$ cat src/rtl/btn_pkg.sv
// -----------------------------------------------------------------------------
// btn_pkg
// Shared types and constants for the button event decoder.
//   evt_state_t  : press-window FSM states (IDLE / WINDOW / HOLD)
//   menu_state_t : display/menu FSM states (NORMAL / MENU)
//   MODE_BTN_IDX, TRIP_BTN_IDX : default button indices
//   max_int()    : constant helper used to size the window counter
// -----------------------------------------------------------------------------
package btn_pkg;

    typedef enum logic [1:0] {
        IDLE   = 2'd0,
        WINDOW = 2'd1,
        HOLD   = 2'd2
    } evt_state_t;

    typedef enum logic {
        NORMAL = 1'b0,
        MENU   = 1'b1
    } menu_state_t;

    localparam int MODE_BTN_IDX = 0;
    localparam int TRIP_BTN_IDX = 1;

    function automatic int max_int(input int a, input int b);
        return (a > b) ? a : b;
    endfunction

endpackage

$ cat src/rtl/btn_debounce.sv
// -----------------------------------------------------------------------------
// btn_debounce
// Single-bit 2-flop synchroniser followed by a counting debouncer. The output
// level only follows the synchronised input after DEBOUNCE_CYC consecutive
// cycles at the new value; any return to the old value restarts the count.
// Ports:
//   Clock  in  system clock
//   Reset  in  synchronous, active-high reset (level returns to released = 1)
//   raw    in  raw active-low button, asynchronous to Clock
//   level  out debounced active-low level
// -----------------------------------------------------------------------------
module btn_debounce #(
    parameter int DEBOUNCE_CYC = 64
) (
    input  logic Clock,
    input  logic Reset,
    input  logic raw,
    output logic level
);

    localparam int CNT_W = (DEBOUNCE_CYC > 1) ? $clog2(DEBOUNCE_CYC) : 1;

    logic             sync_1;
    logic             sync_2;
    logic [CNT_W-1:0] stable_cnt;

    // NOTE: non-blocking assignments so every flop samples pre-edge values;
    // blocking here would collapse the synchroniser into a single stage.
    always_ff @(posedge Clock) begin
        if (Reset) begin
            sync_1     <= 1'b1;
            sync_2     <= 1'b1;
            stable_cnt <= '0;
            level      <= 1'b1;
        end else begin
            sync_1 <= raw;
            sync_2 <= sync_1;
            if (sync_2 == level) begin
                stable_cnt <= '0;
            end else if (stable_cnt == CNT_W'(DEBOUNCE_CYC - 1)) begin
                // This is the DEBOUNCE_CYC-th consecutive differing cycle.
                level      <= sync_2;
                stable_cnt <= '0;
            end else begin
                stable_cnt <= stable_cnt + 1'b1;
            end
        end
    end

endmodule

$ cat src/rtl/btn_event_decoder.sv
// -----------------------------------------------------------------------------
// btn_event_decoder
// Debounces NUM_BTN active-low buttons, classifies each press window as short,
// long or chord, and drives the display mode, trip reset and wheelsize menu.
// Optional build macro: BTN_AUTOREPEAT_EN adds REPEAT_CYC and value_inc
// auto-repeat while the trip button alone is held long in the menu.
// Ports:
//   Clock, Reset   system clock, synchronous active-high reset
//   nBtn           raw active-low buttons
//   mode           current display mode
//   trip_reset     one-cycle trip reset pulse (never in the menu)
//   menu_active    wheelsize menu open
//   menu_digit     digit selected in the menu
//   digit_advance  pulse: move to next digit
//   value_inc      pulse: increment selected digit
//   menu_done      pulse: menu completed normally
//   evt_valid      pulse: classified event available
//   evt_mask       buttons pressed in the window (valid with evt_valid)
//   evt_long       event was a long press (valid with evt_valid)
// -----------------------------------------------------------------------------
module btn_event_decoder
    import btn_pkg::*;
#(
    parameter int NUM_BTN      = 2,
    parameter int MODE_BTN     = MODE_BTN_IDX,
    parameter int TRIP_BTN     = TRIP_BTN_IDX,
    parameter int DEBOUNCE_CYC = 64,
    parameter int WINDOW_CYC   = 5120,
    parameter int LONG_CYC     = 25600,
    parameter int NUM_MODES    = 6,
    parameter int MENU_DIGITS  = 12
`ifdef BTN_AUTOREPEAT_EN
    ,
    parameter int REPEAT_CYC   = 2560
`endif
) (
    input  logic                           Clock,
    input  logic                           Reset,
    input  logic [NUM_BTN-1:0]             nBtn,
    output logic [$clog2(NUM_MODES)-1:0]   mode,
    output logic                           trip_reset,
    output logic                           menu_active,
    output logic [$clog2(MENU_DIGITS)-1:0] menu_digit,
    output logic                           digit_advance,
    output logic                           value_inc,
    output logic                           menu_done,
    output logic                           evt_valid,
    output logic [NUM_BTN-1:0]             evt_mask,
    output logic                           evt_long
);

    localparam int MODE_W = $clog2(NUM_MODES);
    localparam int DIG_W  = $clog2(MENU_DIGITS);
    localparam int CNT_W  = $clog2(max_int(WINDOW_CYC, LONG_CYC) + 1);

    localparam logic [NUM_BTN-1:0] ONE_HOT0  = {{(NUM_BTN-1){1'b0}}, 1'b1};
    localparam logic [NUM_BTN-1:0] MODE_ONLY = ONE_HOT0 << MODE_BTN;
    localparam logic [NUM_BTN-1:0] TRIP_ONLY = ONE_HOT0 << TRIP_BTN;
    localparam logic [NUM_BTN-1:0] CHORD     = MODE_ONLY | TRIP_ONLY;

    // ---------------- input path ----------------
    logic [NUM_BTN-1:0] level;
    logic [NUM_BTN-1:0] pressed;
    logic [NUM_BTN-1:0] pressed_q;
    logic [NUM_BTN-1:0] press_edge;
    logic               any_held;

    for (genvar i = 0; i < NUM_BTN; i++) begin : g_deb
        btn_debounce #(
            .DEBOUNCE_CYC(DEBOUNCE_CYC)
        ) u_deb (
            .Clock (Clock),
            .Reset (Reset),
            .raw   (nBtn[i]),
            .level (level[i])
        );
    end

    assign pressed    = ~level;
    assign press_edge = pressed & ~pressed_q;
    assign any_held   = |pressed;

    // ---------------- event FSM ----------------
    evt_state_t         evt_state, evt_state_nxt;
    logic [CNT_W-1:0]   cnt, cnt_nxt;
    logic [NUM_BTN-1:0] win_mask, win_mask_nxt;
    logic               emit;
    logic               emit_long;

    always_ff @(posedge Clock) begin
        if (Reset) begin
            evt_state <= IDLE;
            cnt       <= '0;
            win_mask  <= '0;
            pressed_q <= '0;
            evt_valid <= 1'b0;
            evt_mask  <= '0;
            evt_long  <= 1'b0;
        end else begin
            evt_state <= evt_state_nxt;
            cnt       <= cnt_nxt;
            win_mask  <= win_mask_nxt;
            pressed_q <= pressed;
            evt_valid <= emit;
            evt_mask  <= emit ? win_mask : '0;
            evt_long  <= emit_long;
        end
    end

    // NOTE: every variable gets a default before the case so no latch is inferred.
    always_comb begin
        evt_state_nxt = evt_state;
        cnt_nxt       = cnt;
        win_mask_nxt  = win_mask;
        unique case (evt_state)
            IDLE: begin
                if (|press_edge) begin
                    evt_state_nxt = WINDOW;
                    cnt_nxt       = CNT_W'(1);
                    win_mask_nxt  = press_edge;
                end
            end
            WINDOW: begin
                cnt_nxt      = cnt + 1'b1;
                win_mask_nxt = win_mask | press_edge;
                if (cnt == CNT_W'(WINDOW_CYC)) begin
                    // Mask is frozen at the window boundary.
                    win_mask_nxt = win_mask;
                    if (!any_held) begin
                        evt_state_nxt = IDLE;
                        cnt_nxt       = '0;
                        win_mask_nxt  = '0;
                    end else begin
                        evt_state_nxt = HOLD;
                    end
                end
            end
            HOLD: begin
                if (!any_held) begin
                    evt_state_nxt = IDLE;
                    cnt_nxt       = '0;
                    win_mask_nxt  = '0;
                end else if (cnt != CNT_W'(LONG_CYC)) begin
                    cnt_nxt = cnt + 1'b1;  // saturates at LONG_CYC
                end
            end
            default: begin
                evt_state_nxt = IDLE;
                cnt_nxt       = '0;
                win_mask_nxt  = '0;
            end
        endcase
    end

    // Long event is launched on the step to LONG_CYC so evt_valid coincides
    // with cnt == LONG_CYC; a release after that point emits nothing.
    always_comb begin
        emit      = 1'b0;
        emit_long = 1'b0;
        case (evt_state)
            WINDOW: emit = (cnt == CNT_W'(WINDOW_CYC)) && !any_held;
            HOLD: begin
                if (!any_held) begin
                    emit = (cnt != CNT_W'(LONG_CYC));
                end else if (cnt == CNT_W'(LONG_CYC - 1)) begin
                    emit      = 1'b1;
                    emit_long = 1'b1;
                end
            end
            default: ;
        endcase
    end

    // ---------------- classification ----------------
    logic ev_short_mode, ev_long_mode, ev_short_trip, ev_chord, ev_repeat;

    assign ev_short_mode = evt_valid && !evt_long && (evt_mask == MODE_ONLY);
    assign ev_long_mode  = evt_valid &&  evt_long && (evt_mask == MODE_ONLY);
    assign ev_short_trip = evt_valid && !evt_long && (evt_mask == TRIP_ONLY);
    assign ev_chord      = evt_valid && (evt_mask == CHORD);

`ifdef BTN_AUTOREPEAT_EN
    localparam int RPT_W = (REPEAT_CYC > 1) ? $clog2(REPEAT_CYC) : 1;

    logic [RPT_W-1:0] rpt_cnt;
    logic             long_sat;
    logic             rpt_fire;
    logic             rpt_tick;

    // Repeat ticks are registered like evt_valid so all value_inc pulses share
    // one latency; the first pulse comes from the long event itself.
    assign long_sat = (evt_state == HOLD) && any_held && (cnt == CNT_W'(LONG_CYC));
    assign rpt_fire = long_sat && (win_mask == TRIP_ONLY) &&
                      (rpt_cnt == RPT_W'(REPEAT_CYC - 1));

    always_ff @(posedge Clock) begin
        if (Reset) begin
            rpt_cnt  <= '0;
            rpt_tick <= 1'b0;
        end else begin
            rpt_tick <= rpt_fire;
            if (!long_sat || rpt_cnt == RPT_W'(REPEAT_CYC - 1)) rpt_cnt <= '0;
            else                                                 rpt_cnt <= rpt_cnt + 1'b1;
        end
    end

    assign ev_repeat = (evt_valid && evt_long && (evt_mask == TRIP_ONLY)) || rpt_tick;
`else
    assign ev_repeat = 1'b0;
`endif

    // ---------------- mode / menu FSM ----------------
    menu_state_t       menu_state, menu_state_nxt;
    logic [MODE_W-1:0] mode_nxt;
    logic [DIG_W-1:0]  digit_nxt;
    logic              last_digit;
    logic              trip_reset_nxt, digit_advance_nxt, value_inc_nxt, menu_done_nxt;

    assign last_digit  = (menu_digit == DIG_W'(MENU_DIGITS - 1));
    assign menu_active = (menu_state == MENU);

    always_ff @(posedge Clock) begin
        if (Reset) begin
            menu_state    <= NORMAL;
            mode          <= '0;
            menu_digit    <= '0;
            trip_reset    <= 1'b0;
            digit_advance <= 1'b0;
            value_inc     <= 1'b0;
            menu_done     <= 1'b0;
        end else begin
            menu_state    <= menu_state_nxt;
            mode          <= mode_nxt;
            menu_digit    <= digit_nxt;
            trip_reset    <= trip_reset_nxt;
            digit_advance <= digit_advance_nxt;
            value_inc     <= value_inc_nxt;
            menu_done     <= menu_done_nxt;
        end
    end

    always_comb begin
        menu_state_nxt = menu_state;
        mode_nxt       = mode;
        digit_nxt      = menu_digit;
        unique case (menu_state)
            NORMAL: begin
                if (ev_short_mode) begin
                    mode_nxt = (mode == MODE_W'(NUM_MODES - 1)) ? '0 : mode + 1'b1;
                end else if (ev_long_mode) begin
                    mode_nxt = '0;
                end else if (ev_chord) begin
                    menu_state_nxt = MENU;
                    digit_nxt      = '0;
                end
            end
            MENU: begin
                if (ev_short_mode) begin
                    if (last_digit) begin
                        menu_state_nxt = NORMAL;
                        digit_nxt      = '0;
                        mode_nxt       = '0;
                    end else begin
                        digit_nxt = menu_digit + 1'b1;
                    end
                end else if (ev_chord) begin
                    menu_state_nxt = NORMAL;
                    digit_nxt      = '0;
                end
            end
            default: menu_state_nxt = NORMAL;
        endcase
    end

    always_comb begin
        trip_reset_nxt    = 1'b0;
        digit_advance_nxt = 1'b0;
        value_inc_nxt     = 1'b0;
        menu_done_nxt     = 1'b0;
        case (menu_state)
            NORMAL: trip_reset_nxt = ev_short_trip;
            MENU: begin
                value_inc_nxt     = ev_short_trip || ev_repeat;
                menu_done_nxt     = ev_short_mode && last_digit;
                digit_advance_nxt = ev_short_mode && !last_digit;
            end
            default: ;
        endcase
    end

endmodule

$ cat config.mk
export PLATFORM = sky130hd
export DESIGN_NAME = btn_event_decoder
export DESIGN_NICKNAME = d
export VERILOG_FILES = /design/src/rtl/btn_pkg.sv /design/src/rtl/btn_debounce.sv /design/src/rtl/btn_event_decoder.sv
export SDC_FILE = /design/constraint.sdc
export NUM_CORES = 1
export LEC_CHECK = 0
export CAP_MARGIN = 30
export CORE_ASPECT_RATIO = 0.6
export CORE_MARGIN = 4
export CORE_UTILIZATION = 52
export DETAILED_ROUTE_END_ITERATION = 16
export PLACE_DENSITY = 0.75
export SLEW_MARGIN = 30
export SYNTH_ARGS = -nofsm -noshare
export SYNTH_HDL_FRONTEND = slang
export SYNTH_HIERARCHICAL = 1
export SYNTH_SLANG_ARGS = --single-unit
$ cat constraint.sdc
create_clock -name Clock -period 1.8 [get_ports Clock]
set_clock_uncertainty 0.05 [all_clocks]
set_input_delay 0.18 -clock Clock [delete_from_list [all_inputs] [get_ports Clock]]
set_output_delay 0.18 -clock Clock [all_outputs]
set_load 0.05 [all_outputs]
# == Yosys cells after proc, flatten, opt, wreduce, memory -nomap -nowiden ==
# Cells that the tools add are included.
# totals
ff_bits,55
input_bits,4
output_inout_bits,16
word_cells,124
# classes
n_addsub,5
n_eq_ne,23
n_mux,37
n_bitwise,10
n_reduce_logical,27
# op_table
operator,count
15-bit two-way mux,5
15-bit case mux with 3 select lines,1
4-bit two-way mux,5
"15-bit by 1-bit adder with 15-bit output, second input constant",1
"15-bit by 13-bit == test with 1-bit output, second input constant",1
"15-bit == test, second input constant",1
3-bit two-way mux,5
"15-bit != test, second input constant",1
2-bit two-way mux,7
"6-bit by 1-bit adder with 6-bit output, second input constant",2
"6-bit == test, second input constant",2
"2-bit != test, second input constant",6
2-bit case mux with 3 select lines,2
2-bit OR reduction,5
1-bit logical AND,9
3-bit OR reduction,3
1-bit two-way mux,8
4-bit case mux with 2 select lines,1
2-bit AND reduction,4
"2-bit == test, second input constant",3
"3-bit != test, second input constant",2
1-bit NOT,6
3-bit case mux with 2 select lines,1
3-bit AND reduction,2
other kinds (13),19

# == Logic depth before layout (Yosys ltp) ==
# Gate-level depths: netlist of run 1.
# logic_depth
ltp_word,7
mapped_depth,9
depth_no_buf,7

# == Cells and area by module ==
# Netlist of run 1, hierarchy kept.
# by_module_without_submodules
mod,instances,cells_per_inst,area_per_inst_um2,seq_area_each_um2
btn_event_decoder,1,220,1971.9,740.7
btn_debounce,2,35,337.8,180.2

# == Least setup slack after synthesis of run 1 ==
# OpenSTA, ideal clock, no wires.
# synth_timing
kind,register to register
start,reg cnt[0]
end,reg cnt[12]
setup_time_ns,0.074
t_arrival_ns,1.918
t_required_ns,1.676
path_slack_ns,-0.243
stages_incl_launch_ff,10
path_buffers,2
synth_period_minus_slack_ns,2.043
cell_sequence,dfxtp_1 > inv_1 > ha_1 > nor4b_2 > and3_1 > buf_6 > a21o_1 > buf_6 > or4_1 > a31oi_1
# synth_between
elab_chain_len,4
elab_cells_between_ends,10
classes_between,add/sub: 1; eq/ne: 3; mux: 5; reduce/logical: 1
# synth_lines
element,line,rtl
start: declaration,btn_event_decoder.sv:85,"logic [CNT_W-1:0] cnt, cnt_nxt;"
start signal: assignment,btn_event_decoder.sv:101,cnt <= cnt_nxt;
15-bit by 1-bit adder with 15-bit output,"btn_event_decoder.sv:124, btn_event_decoder.sv:144",
15-bit two-way mux (on tied branches),"btn_event_decoder.sv:143, btn_event_decoder.sv:129",
15-bit two-way mux (on tied branches),"btn_event_decoder.sv:139, btn_event_decoder.sv:126",
15-bit case mux with 3 select lines,btn_event_decoder.sv:115,unique case (evt_state)
# Several ways; a longest one is shown, not always the timed one. The select of a mux whose other input is x is not followed.
# A chain may end at the register's enable or synchronous reset.

# == Final worst setup path of run 1 ==
# layout_timing
start,reg cnt[0]
end,reg cnt[13]
# The elaborated chain is that of the path after synthesis.

==> metrics.txt, run 1 <==
outcome complete, but fails checks; failing checks negative setup slack; depth of the CTS H-tree 2; Core ar. 4730 um2; CTS Buffer Depth 2; sequential cell fraction of total power 54.1%; worst-case register-to-register setup slack -0.24 ns; Hold Vio Cnt, Final 0; TritonCTS clock tree done; share of synthesized flip-flops with an asynchronous set or reset 0%; die width 100 um; average cell area after synthesis 9.13 um2; first-pass GRT wire length 11.8 mm; Final Instance Count excl. Fillers 436; Congestion Overflow GR 0; most numerous cell in the Yosys netlist sky130_fd_sc_hd__dfxtp_1; number of synthesized register bits 55; post-synth top area cell sky130_fd_sc_hd__dfxtp_1; Post-Synthesis Net Count 303; number of maximum-capacitance constraint violations 0; largest cells by area after synthesis sky130_fd_sc_hd__dfxtp_1 (42%), sky130_fd_sc_hd__ha_1 (4.3%), sky130_fd_sc_hd__nor2_1 (3.8%); setup repair after global routing missed its margin yes; post-route design area 3760 um2; Max Fanout on Critical Path 5; clock sinks 55; number of buffers added on ports 19; CTS root buf sky130_fd_sc_hd__clkbuf_8; routed vias/inst 5.98; worst-case hold slack 0.369 ns; worst flop-to-flop path startpoint cnt[0]$_SDFFE_PP0P_; number of global-route vias before repair 2376; fraction of final layout cells sized beyond drive strength 1 38.6%; number of flops mapped to enable cells by yosys 0; top-level I/O count 20; weighted congestion reported at the end of routability-driven placement 0.870; Clock Power Share 30.9%; Clk pin slew, worst setup/hold paths 0.11 ns; power density over the cells 607 nW/um2; count of antenna diodes in the layout 0; detailed router's first-iteration violation count 288; compound-cell area share of the yosys netlist 19.8%; final critical-path setup slack -0.238 ns; total count of max-transition violations in the final report 0; Switching Share 26.5%; Synth Area in XOR/XNOR 3.31%; routed via count 2606; max_slew headroom 61.7%; Internal Dissipation 1.68 mW; startpoint kind of the worst setup timing path register; Placed Cells 417; number of library cell types mapped by synthesis 57; main combinational cell family by area after synthesis simple AND/OR/NAND/NOR gates; simple logic cell fraction of the synthesized area 25.7%; hold path start nBtn[0]; DRC 0; worst-margin pin slew 0.566 ns; GR Util All Layers 23.1%; antenna viol nets, final 0; classification of the worst-slack hold path in -> reg; Yosys top cell area share 41.6%; placed instance area 3280 um2; post-DR wirelength/cell 18.5 um; die extent in y 63.3 um; area of the die 6330 um2; cell depth of the worst min-delay path 2; Initial Util 56.0%; Worst R2R End cnt[13]$_SDFFE_PP0P_; clock latency reported for the late side of the worst-skew pair 0.32 ns; dominant synthesized flop cell sky130_fd_sc_hd__dfxtp_1; Tot Pwr 2.28 mW; wire length reported by the detailed router 8.05 mm; antenna violations before repair 0; post-DP HPWL 5.01 mm; Setup Crit Path Kind reg -> reg; share of synthesized area occupied by flip-flops and latches 41.6%; number of hold buffers added after cts 0; cts bufs inserted 5; highest clock rate 0.491 GHz; fraction of power consumed by combinational cells 15.0%; leakage power total 1.42 nW; end point of the worst hold path g_deb[0].u_deb/sync_1$_SDFF_PP1_; worst reg-to-reg path cell count 9; Arr. time, crit path 2.19 ns; multiplexer area fraction after synthesis 0.756%; number of standard-cell rows in the floorplan 19; maximum number of pins on one net before global-route repair 26; Worst EP required 1.95 ns; final cell utilization of the core 79.5%; commonest cells in the synthesized netlist sky130_fd_sc_hd__dfxtp_1 (55), sky130_fd_sc_hd__nor2_1 (27), sky130_fd_sc_hd__nand2_1 (21); net switching power 0.605 mW; post-synthesis instance area 2650 um2; Area growth syn-to-layout 42.0%; router iterations before antenna repair 4; crit path capture type register; worst voltage drop across the vdd grid 407 uV; fraction of the cycle the final worst path needs 113%; final setup vio count 17; post-synthesis instance total 290; yosys warns 6; Adder-Cell Fraction of Synth Area 4.25%; shortest clock period the worst path allows after layout 2.04 ns; number of nets in the layout 385
==> critical path, stage by stage, from the launching register on <==
cell,delay (ns)
sky130_fd_sc_hd__dfxtp_2,0.35
sky130_fd_sc_hd__inv_2,0.07
sky130_fd_sc_hd__ha_4,0.12
sky130_fd_sc_hd__nor4b_4,0.26
sky130_fd_sc_hd__and3_4,0.31
sky130_fd_sc_hd__a41oi_4,0.19
sky130_fd_sc_hd__buf_6,0.19
sky130_fd_sc_hd__buf_4,0.13
sky130_fd_sc_hd__nand3_1,0.12
sky130_fd_sc_hd__a31oi_1,0.12
==> registers in the layout, summed over array words and instances (netlist names) <==
signal,count
win_mask,2
value_inc,1
evt_valid,1
evt_state,2
menu_active,1
g_deb.u_deb/sync_1,2
digit_advance,1
g_deb.u_deb/stable_cnt,12
evt_long,1
g_deb.u_deb/sync_2,2
menu_done,1
g_deb.u_deb/level,2
pressed_q,2
cnt,15
evt_mask,2
menu_digit,4
mode,3
trip_reset,1
==> power by group through the flow <==
stage | logic (mW) | registers, mW | clock network, mW
final | 0.343 | 1.24 | 0.704
after floorplan | 0.125 | 1.26 | 0
after CTS | 0.289 | 1.23 | 0.713
after detailed placement | 0.222 | 1.26 | 0
after global placement | 0.215 | 1.26 | 0
after global routing | 0.359 | 1.24 | 0.758
==> routing by layer <==
layer,GRT usage [%],routed length [um]
met5,0,0
met2,34.3,3530
met3,4.63,597
met1,33.4,3690
met4,7.73,234
==> cell usage in the layout, fill, tap and decap left out, types with 3 or more instances in the layout <==
master,n
sky130_fd_sc_hd__a211oi_1,3
sky130_fd_sc_hd__o211ai_1,6
sky130_fd_sc_hd__a21oi_1,7
sky130_fd_sc_hd__clkdlybuf4s50_1,10
sky130_fd_sc_hd__nor3_2,3
sky130_fd_sc_hd__ha_1,4
sky130_fd_sc_hd__dfxtp_2,6
sky130_fd_sc_hd__and3_1,4
sky130_fd_sc_hd__a31oi_1,8
sky130_fd_sc_hd__inv_1,7
sky130_fd_sc_hd__nand2_1,21
sky130_fd_sc_hd__a311oi_1,5
sky130_fd_sc_hd__clkbuf_8,5
sky130_fd_sc_hd__nand3_2,4
sky130_fd_sc_hd__xnor2_1,3
sky130_fd_sc_hd__buf_4,68
sky130_fd_sc_hd__xor2_1,7
sky130_fd_sc_hd__nor2_1,27
sky130_fd_sc_hd__or4_1,3
sky130_fd_sc_hd__o21ai_0,8
sky130_fd_sc_hd__and2_1,3
sky130_fd_sc_hd__nand2b_1,3
sky130_fd_sc_hd__or2_2,4
sky130_fd_sc_hd__nand3_1,15
sky130_fd_sc_hd__and3b_1,3
sky130_fd_sc_hd__dfxtp_1,49
sky130_fd_sc_hd__a21oi_2,5
sky130_fd_sc_hd__nor3_1,6
sky130_fd_sc_hd__nand4_1,4
sky130_fd_sc_hd__buf_6,5
sky130_fd_sc_hd__inv_2,5
sky130_fd_sc_hd__ha_4,5
==> metrics by stage <==
| step | setup WS [ns] | TNS (ns) |
|---|---|---|
| 3_5_place_dp | -0.220 | -2.62 |
| 6_report | -0.238 | -2.00 |
| 2_1_floorplan | -0.0884 | -0.251 |
| 5_1_grt | -0.334 | -3.46 |
| 4_1_cts | -0.134 | -0.818 |
| 3_3_place_gp | -0.150 | -1.28 |
==> final cells by class <==
| type | count | area (um2) |
|---|---|---|
| clock buffer | 5 | 68.8 |
| timing repair buffer | 87 | 729 |
| tap | 63 | 78.8 |
| sequential | 55 | 1110 |
| fill | 287 | 971 |
| inverter | 12 | 45.0 |
| multi-input combinational | 211 | 1710 |
| clock inverter | 3 | 22.5 |
==> logic make-up (layout without fill, tap and decap cells) <==
kind of cell / Yosys count / after routing
DFF: 55 / 55
adders and majority gates: 9 / 9
and+or+nand+nor: 121 / 121
xor gates and xnor gates: 10 / 10
muxes: 2 / 2
buffers and inverters: 24 / 107
AOI/OAI and AO/OA: 69 / 69
==> how the worst max path moves through the flow <==
stage / startpoint / to / slack (ns) / depth (start not counted)
final: cnt[0]$_SDFFE_PP0P_ / cnt[13]$_SDFFE_PP0P_ / -0.24 / 9
after global routing: cnt[2]$_SDFFE_PP0P_ / cnt[13]$_SDFFE_PP0P_ / -0.33 / 6
after CTS: cnt[0]$_SDFFE_PP0P_ / cnt[5]$_SDFFE_PP0P_ / -0.13 / 9
after detailed placement: cnt[0]$_SDFFE_PP0P_ / cnt[4]$_SDFFE_PP0P_ / -0.22 / 7
after global placement: cnt[1]$_SDFFE_PP0P_ / cnt[6]$_SDFFE_PP0P_ / -0.15 / 8
after floorplan: cnt[1]$_SDFFE_PP0P_ / cnt[12]$_SDFFE_PP0P_ / -0.09 / 9
==> what timing repair did <==
item	4_1_cts	5_1_grt
buffers inserted	6	4
setup endpoints to repair	20	24
pin swaps	9	22
resized for setup	29	25
gates cloned	1	1
No activity file was read; power rests on OpenSTA's default activity.
==> inputs of run 2 (changes only) <==
Settings changed: GPL_TIMING_DRIVEN set to 0.
==> run 2 against run 1 <==
The run still ends with negative setup slack left; non-clock buffer count is 30 lower; cell area is 5.5% lower; sequential share of layout area is 1.9 points higher; clock power is 0.7% higher; fmax is 0.87% lower; global-route usage is 0.90 points lower; first-iteration DRC count is 5.9% lower; highest routed layer unchanged.
==> metrics.txt, run 2 (same netlist as run 1, synthesis figures left out) <==
commonest non-fill, non-tap cell in the layout sky130_fd_sc_hd__dfxtp_1; Clock Power Share 31.3%; Area growth syn-to-layout 34.2%; cts bufs inserted 5; detailed router's first-iteration violation count 271; worst voltage drop across the vdd grid 348 uV; routed via count 2540; worst flop-to-flop path startpoint cnt[0]$_SDFFE_PP0P_; setup repair after global routing missed its margin yes; DRC 0; CTS root buf sky130_fd_sc_hd__clkbuf_8; CTS Buffer Depth 2; Filler Cells Inserted 337; highest clock rate 0.486 GHz; Clk pin slew, worst setup/hold paths 0.10 ns; clock sinks 55; Congestion Overflow GR 0; final setup vio count 18; top-level I/O count 20; maximum number of pins on one net before global-route repair 16; Final Instance Count excl. Fillers 405; fraction of final layout cells sized beyond drive strength 1 31.6%; post-route design area 3550 um2; flip-flop count of the largest register after layout 15; die width 100 um; peak per-stage delay on the critical path 0.52 ns; Worst EP required 2.00 ns; classification of the worst-slack hold path in -> reg; number of nets in the layout 355; source of the critical timing path cnt[0]$_SDFFE_PP0P_; number of standard-cell rows in the floorplan 19; critical-path cell list buf_4 > ha_4 > nand3_1 > nor3_4 > nand3_1 > or4_1 > a31oi_1; leading cell types in the layout, fill and taps excluded sky130_fd_sc_hd__dfxtp_1 (43), sky130_fd_sc_hd__nor2_1 (27), sky130_fd_sc_hd__buf_4 (23); total count of max-transition violations in the final report 0; placed instance area 2960 um2; CP dominant cell by count sky130_fd_sc_hd__nand3_1; wire length reported by the detailed router 7.70 mm; number of global-route vias before repair 2331; Max stage delay cell, worst path sky130_fd_sc_hd__or4_1; net switching power 0.586 mW; number of maximum-capacitance constraint violations 0; Core ar. 4730 um2; Hold Vio Cnt, Final 0; router iterations before antenna repair 5; TritonCTS clock tree done; Switching Share 25.9%; startpoint kind of the worst setup timing path register; first-pass GRT wire length 11.4 mm; post-DR wirelength/cell 19.0 um; routed vias/inst 6.27; hold path start nBtn[1]; GR Util All Layers 22.3%; power density over the cells 638 nW/um2; antenna viol nets, final 0; antenna violations before repair 0; storage element area 1120 um2; count of antenna diodes in the layout 0; crit path capture type register; register containing the most flip-flops in the final layout cnt; sequential cell fraction of total power 54.6%; Arr. time, crit path 2.25 ns; die extent in y 63.3 um; max_slew headroom 60.4%; Placed Cells 372; failing checks negative setup slack; fraction of the cycle the final worst path needs 114%; worst setup slack before clock tree synthesis -0.569 ns; registers with the most flip-flops cnt: 15 flops, g_deb.u_deb/stable_cnt: 12 flops, menu_digit: 4 flops; Initial Util 56.0%; outcome complete, but fails checks; number of buffers added on ports 19; final critical-path setup slack -0.256 ns; weighted congestion reported at the end of routability-driven placement 0.852; fraction of power consumed by combinational cells 14.1%; shortest clock period the worst path allows after layout 2.06 ns; Max Fanout on Critical Path 4; post-DP HPWL 4.41 mm; clock latency reported for the late side of the worst-skew pair 0.32 ns; leakage power total 1.30 nW; depth of the CTS H-tree 2; multi-input logic area 1710 um2; area of the die 6330 um2; Setup Crit Path Kind reg -> reg; worst-margin pin slew 0.594 ns; Internal Dissipation 1.68 mW
-- run 2: cell count changes in the layout (fill, tap and decap cells not counted), moves of 3 or more --
cell / before / now
sky130_fd_sc_hd__a311oi_1: 5 / 2
sky130_fd_sc_hd__buf_4: 68 / 23
sky130_fd_sc_hd__dlygate4sd2_1: 0 / 6
sky130_fd_sc_hd__buf_6: 5 / 8
sky130_fd_sc_hd__dfxtp_1: 49 / 43
sky130_fd_sc_hd__dfxtp_2: 6 / 12
sky130_fd_sc_hd__a311oi_2: 0 / 3
-- run 2: stage by stage --
| step | total power, mW | setup TNS, ns | util (%) | hold WS [ns] |
|---|---|---|---|---|
| after floorplan | 1.39 | -0.251 | - | 0.234 |
| after global placement | 1.43 | -9.92 | 62.5 | 0.348 |
| after detailed placement | 1.44 | -10.67 | 62.5 | 0.353 |
| after CTS | 2.22 | -1.69 | 70.7 | 0.373 |
| after global routing | 2.35 | -4.14 | 75.1 | 0.390 |
| final | 2.26 | -2.74 | 75.1 | 0.370 |
-- run 2: critical path, delay by kind of cell (launching register included) --
kind | cells | cell delay (ns)
fa+ha+maj | 1 | 0.18
flops | 1 | 0.35
compound gates | 1 | 0.13
simple gates | 4 | 1.13
buf+inv | 1 | 0.13
-- run 2: final timing paths --
kind	end	cells after the start	slack [ns]
max	cnt[12]$_SDFFE_PP0P_	7	-0.26
min	g_deb[1].u_deb/sync_1$_SDFF_PP1_	2	0.37
max reg2reg	cnt[12]$_SDFFE_PP0P_	7	-0.26
min reg2reg	g_deb[1].u_deb/sync_2$_SDFF_PP1_	1	0.38
-- run 2: area by class of cell --
type	count	share of cell area, %
flip-flops and latches	55	31.4
repair buffers	47	12.4
clock buffers	6	2.32
plain buffers	10	2.01
inverters	12	1.27
well taps	63	2.22
multi-input cells	211	48.2
clock inverters	1	0.141
-- run 2: what timing repair did --
item	CTS	global route
buffers inserted	16	11
cloned	1	0
gates resized for setup	40	33
setup endpoints to repair	36	30
pin swaps	7	15
hold buffers	0	0
-- run 2: metal layers --
metal	GRT usage, %	vias up	part of all wire [%]
met5	0	-	0
met4	6.72	0	1.6
met3	4.85	17	7.2
met2	30.4	117	45
met1	34.3	1229	46
li1	-	1177	-
-- run 2: power by group through the flow --
stage	registers, mW	clock network, mW	logic (mW)
after floorplan	1.26	0	0.125
after global placement	1.26	0	0.170
after detailed placement	1.26	0	0.173
after global routing	1.24	0.772	0.336
after CTS	1.24	0.705	0.276
final	1.24	0.709	0.320
==> inputs of run 3 (changes only) <==
Settings changed: REMOVE_ABC_BUFFERS set to 1.
==> run 3 against run 2 <==
Non-clock buffer count decreased by 11; critical path type unchanged; worst hold slack got worse by 0.0022 ns; global-route usage decreased by 0.90 points; clock power increased by 3.2%; register-to-register slack improved by 0.06 ns; cell area decreased by 2.7%; the flow still finishes with violations (negative setup slack); combinational power decreased by 7.2%.
==> metrics.txt, run 3 (same netlist as run 1, synthesis figures left out) <==
startpoint kind of the worst setup timing path register; Clock Power Share 32.4%; critical-path cell list inv_2 > ha_4 > a21boi_4 > o21ai_4 > a41o_4 > or4_1 > a31oi_1; leading cell types in the layout, fill and taps excluded sky130_fd_sc_hd__dfxtp_1 (43), sky130_fd_sc_hd__nor2_1 (27), sky130_fd_sc_hd__nand2_1 (21), sky130_fd_sc_hd__buf_4 (21), sky130_fd_sc_hd__nand3_1 (15); Arr. time, crit path 2.18 ns; flip-flop count of the largest register after layout 15; register containing the most flip-flops in the final layout cnt; worst voltage drop across the vdd grid 347 uV; detailed router's first-iteration violation count 205; setup repair after global routing missed its margin yes; area of the die 6330 um2; crit path capture type register; fraction of the cycle the final worst path needs 111%; fraction of power consumed by combinational cells 13.2%; maximum number of pins on one net before global-route repair 42; highest clock rate 0.500 GHz; end point of the worst hold path g_deb[1].u_deb/sync_2$_SDFF_PP1_; TritonCTS clock tree done; Max stage delay cell, worst path sky130_fd_sc_hd__or4_1; clock latency reported for the late side of the worst-skew pair 0.31 ns; antenna viol nets, final 0; fraction of final layout cells sized beyond drive strength 1 28.5%; number of standard-cell rows in the floorplan 19; first-pass GRT wire length 11.0 mm; Switching Share 25.7%; Hold Vio Cnt, Final 0; total count of max-transition violations in the final report 0; worst flop-to-flop path startpoint evt_state[0]$_SDFFE_PP0P_; depth of the CTS H-tree 2; Worst EP required 1.98 ns; Area growth syn-to-layout 30.5%; weighted congestion reported at the end of routability-driven placement 0.859; sequential cell fraction of total power 54.4%; top-level I/O count 20; hold path start g_deb[1].u_deb/sync_1$_SDFF_PP1_; GR Util All Layers 21.4%; peak per-stage delay on the critical path 0.47 ns; commonest non-fill, non-tap cell in the layout sky130_fd_sc_hd__dfxtp_1; shortest clock period the worst path allows after layout 2.00 ns; Placed Cells 360; routed vias/inst 6.35; outcome complete, but fails checks; router iterations before antenna repair 5; DRC 0; cts bufs inserted 5; number of nets in the layout 345; max_slew headroom 47.7%; clock sinks 55; Clk pin slew, worst setup/hold paths 0.10 ns; number of global-route vias before repair 2209; worst-case hold slack 0.367 ns; CTS root buf sky130_fd_sc_hd__clkbuf_8; worst-margin pin slew 0.784 ns; CTS Buffer Depth 2; leakage power total 1.29 nW; worst reg-to-reg path cell count 7; Final Instance Count excl. Fillers 396; count of antenna diodes in the layout 0; number of buffers added on ports 19; wire length reported by the detailed router 7.32 mm; die width 100 um; die extent in y 63.3 um; placed instance area 2830 um2; Max Fanout on Critical Path 7; post-DP HPWL 3.78 mm; final setup vio count 21; Congestion Overflow GR 0; Core ar. 4730 um2; worst-case register-to-register setup slack -0.20 ns; post-route design area 3460 um2; power density over the cells 654 nW/um2; failing checks negative setup slack; net switching power 0.581 mW; routed via count 2515; number of maximum-capacitance constraint violations 0; cell depth of the worst min-delay path 1; Initial Util 56.0%; registers with the most flip-flops cnt: 15 flops, g_deb.u_deb/stable_cnt: 12 flops, menu_digit: 4 flops; Internal Dissipation 1.68 mW; final critical-path setup slack -0.199 ns; setup TNS after final layout -1.65 ns; Worst R2R End cnt[13]$_SDFFE_PP0P_; classification of the worst-slack hold path reg -> reg; post-DR wirelength/cell 18.5 um; Setup Crit Path Kind reg -> reg; final cell utilization of the core 73.0%; antenna violations before repair 0
## run 3: cell types whose count changed in the layout (fill, tap and decap cells not counted), moves of 3 or more
cell,change
sky130_fd_sc_hd__buf_6,-4
sky130_fd_sc_hd__clkdlybuf4s50_1,-4
sky130_fd_sc_hd__dfxtp_2,-3
sky130_fd_sc_hd__dfxtp_4,+3
## run 3: area by class of cell
cell class                 instances  area, um2
sequential                        55       1120
inverter                          12       45.0
clock inverter                     2       13.8
timing repair buffer              46        429
clock buffer                       6       82.6
tap                               63       78.8
multi-input combinational        212       1680
fill                             320       1270
## run 3: through the flow
stage,setup slack (ns),total power [mW]
floorplan,-0.298,1.36
global placement,-0.693,1.41
detailed placement,-0.706,1.41
CTS,-0.108,2.22
global route,-0.288,2.33
finish,-0.199,2.26
## run 3: how the worst max path moves through the flow
| stage | startpoint | to | slack (ns) | depth (start not counted) |
|---|---|---|---|---|
| 2_1_floorplan | evt_state[0]$_SDFFE_PP0P_ | cnt[4]$_SDFFE_PP0P_ | -0.30 | 7 |
| 3_3_place_gp | g_deb[0].u_deb/level$_SDFFE_PP1P_ | cnt[4]$_SDFFE_PP0P_ | -0.69 | 5 |
| 3_5_place_dp | evt_state[0]$_SDFFE_PP0P_ | cnt[4]$_SDFFE_PP0P_ | -0.71 | 7 |
| 4_1_cts | cnt[1]$_SDFFE_PP0P_ | cnt[13]$_SDFFE_PP0P_ | -0.11 | 7 |
| 5_1_grt | evt_state[0]$_SDFFE_PP0P_ | cnt[13]$_SDFFE_PP0P_ | -0.29 | 7 |
| 6_report | evt_state[0]$_SDFFE_PP0P_ | cnt[13]$_SDFFE_PP0P_ | -0.20 | 7 |
## run 3: per-layer routing
layer / up-vias / track usage, % / share of wire [%]
li1: 1155 / - / -
met1: 1154 / 29.3 / 43
met2: 164 / 31.4 / 43
met3: 42 / 5.40 / 9.0
met4: 0 / 9.58 / 4.1
met5: - / 0 / 0
## run 3: worst max-delay path, delay by kind of cell (launching register included)
| kind | cells | cell delay (ns) |
|---|---|---|
| fa+ha+maj | 1 | 0.14 |
| buf+inv | 1 | 0.09 |
| simple gates | 1 | 0.47 |
| compound gates | 4 | 0.83 |
| flops | 1 | 0.34 |
## run 3: repair_timing
| action | 4_1_cts | 5_1_grt |
|---|---|---|
| setup buffers | 22 | 5 |
| setup endpoints to repair | 29 | 26 |
| hold buffers | 0 | 0 |
| cloned | 1 | 0 |
| pin swaps | 16 | 10 |
| resized for setup | 50 | 31 |
## run 3: power groups by stage
stage / Clock [mW] / Combinational, mW / Sequential, mW
after floorplan: 0 / 0.0957 / 1.26
after global placement: 0 / 0.146 / 1.26
after detailed placement: 0 / 0.146 / 1.26
after CTS: 0.738 / 0.247 / 1.23
after global routing: 0.793 / 0.310 / 1.23
final: 0.732 / 0.297 / 1.23
==> patch: new RTL, config.mk and constraints of run 2 <==
The 3 states of `evt_state_t` get a one-hot encoding in 3 bits.
--- a/src/rtl/btn_pkg.sv
+++ b/src/rtl/btn_pkg.sv
@@ -9,8 +9,8 @@
 package btn_pkg;
 
-    typedef enum logic [1:0] {
-        IDLE   = 2'd0,
-        WINDOW = 2'd1,
-        HOLD   = 2'd2
+    typedef enum logic [2:0] {
+        IDLE   = 3'b001,
+        WINDOW = 3'b010,
+        HOLD   = 3'b100
     } evt_state_t;
 
Check against the original RTL: same outputs for any inputs over 10 cycles, from zero or initial values and one cycle with Reset high; not proved beyond that.
==> patch against run 2 <==
- final area shrank 15%
- area after synthesis shrank 7.1%
- sequential cell count grew 1
- the flow still finishes with violations (setup timing)
- cell count shrank 8.9%
- worst setup slack gained 0.011 ns
- wire length shrank 32%
Power is not compared: it rests on default switching activity, and its combinational part moved more than twofold at a synthesized area within 25%.
==> patch: results (changes against run 2) <==
[timing]
setup_violations=22  ; was 18
final.setup.tns_ns=-4.05  ; was -2.74 ns
holdWs_ns=0.369  ; was 0.370 ns
setup_slack_ns=-0.245  ; was -0.256 ns
worst_pin_slew_ns=0.556  ; was 0.594 ns

[status]
violations=setup timing  ; unchanged
status=finished with violations  ; unchanged

[hold_path]
hold_depth=1  ; was 2
holdPathEnd=g_deb[1].u_deb/sync_2$_SDFF_PP1_  ; was g_deb[1].u_deb/sync_1$_SDFF_PP1_
hold_path_class=reg -> reg  ; was in -> reg
hold_path_startpoint=g_deb[1].u_deb/sync_1$_SDFF_PP1_  ; was nBtn[1]

[global_route]
grtUsageTotal=0.171  ; was 0.223
met2_usage=0.248  ; was 0.304
grt_pass1_wl_um=8160  ; was 11400 um
gr-usage-met3=0.0498  ; was 0.0485
globalRouteMet1Util=0.243  ; was 0.343
grt_pass1_vias=1762  ; was 2331

[synthesis]
ys_types=50  ; was 57
synthTopCellsByCount=dfxtp_1, nor2_1, nand2_1  ; unchanged
synth.area.top_cells=dfxtp_1, nor2_1, xnor2_1, xor2_1, nand2_1  ; was dfxtp_1, ha_1, nor2_1, nand3_1, nand2_1
syn_nets=276  ; was 303

[worst_setup_path]
critPathSlowestCell=or4_4  ; was or4_1
crit_arrival_ns=2.20  ; was 2.25 ns
ff2ff_path_depth=6  ; was 7

[finish]
fillers=366  ; was 337
fin_nets=314  ; was 355
layout-drive-gt1-share=0.209  ; was 0.316

[route]
route.met2.wl_um=2160  ; was 3450 um
drtIter0Drc=215  ; was 271
drt-pass1-iter-count=4  ; was 5
dr_wl_met3_um=336  ; was 554 um
met1_length_um=2660  ; was 3570 um

[place]
routabilityCongestion=0.850  ; was 0.852

==> patch: cell count changes after synthesis, moves of 4 or more <==
cell and change:
a21oi_1 -4, nor2_1 +15, a311oi_1 -5, a31oi_1 -8
or3b_2 +4, ha_1 -4, and3_1 -5, xnor2_1 +10
nor4_1 +5
==> patch: final cells by class <==
| cell class | instances | area share |
|---|---|---|
| buffer | 4 | 0.0112 |
| clock buffer | 5 | 0.0228 |
| clock inverter | 3 | 0.00703 |
| inverter | 11 | 0.0137 |
| multi-input combinational | 196 | 0.451 |
| sequential | 56 | 0.373 |
| tap | 63 | 0.0261 |
| timing repair buffer | 31 | 0.0947 |
==> patch: kinds of logic after synthesis <==
group	Yosys count	synth area share
xor+xnor	22	0.0784
compound gates	38	0.110
mux	1	0.00407
fa+ha+maj	5	0.0254
buf+inv	15	0.0295
flops	56	0.456
simple gates	130	0.296
==> patch: through the flow <==
stage,instances,setup slack (ns),area (um^2),util
floorplan,267,-0.0309,2480,-
detailed placement,349,-0.261,2750,0.603
finish,369,-0.245,3020,0.663
global route,369,-0.290,3020,0.663
global placement,349,-0.250,2750,0.603
CTS,361,-0.227,2890,0.634
==> patch: worst max-delay path: cells and delay by family (launching register included) <==
family	cells	cell delay [ns]
and+or+nand+nor	2	0.91
AOI/OAI and AO/OA	3	0.46
DFF	1	0.37
buffers and inverters	1	0.15
==> patch: what timing repair did <==
item                                    in CTS  in global routing
buffers inserted                             4                  9
pin swaps                                    4                 13
gates cloned                                 0                  1
resized for setup                           11                 20
endpoints found under the setup margin      26                 26
==> patch: power groups by stage <==
stage | Clock [uW] | Combinational [uW] | Sequential (uW)
6_report | 689 | 51.8 | 1240
5_1_grt | 766 | 55.5 | 1250
4_1_cts | 713 | 46.9 | 1250
3_5_place_dp | 0 | 43.6 | 1270
3_3_place_gp | 0 | 42.4 | 1270
2_1_floorplan | 0 | 26.2 | 1270
==> patch: how the worst max path moves through the flow <==
| stage | startpoint | to | slack, ns | depth (start not counted) |
|---|---|---|---|---|
| 2_1_floorplan | evt_mask[1]$_SDFF_PP0_ | menu_digit[2]$_SDFFE_PP0P_ | -0.03 | 5 |
| 3_3_place_gp | cnt[0]$_SDFFE_PP0P_ | evt_state[2]$_SDFFE_PP0P_ | -0.25 | 8 |
| 3_5_place_dp | cnt[0]$_SDFFE_PP0P_ | cnt[9]$_SDFFE_PP0P_ | -0.26 | 8 |
| 4_1_cts | cnt[5]$_SDFFE_PP0P_ | cnt[9]$_SDFFE_PP0P_ | -0.23 | 6 |
| 5_1_grt | cnt[5]$_SDFFE_PP0P_ | cnt[9]$_SDFFE_PP0P_ | -0.29 | 6 |
| 6_report | cnt[6]$_SDFFE_PP0P_ | win_mask[0]$_SDFFE_PP0P_ | -0.24 | 6 |
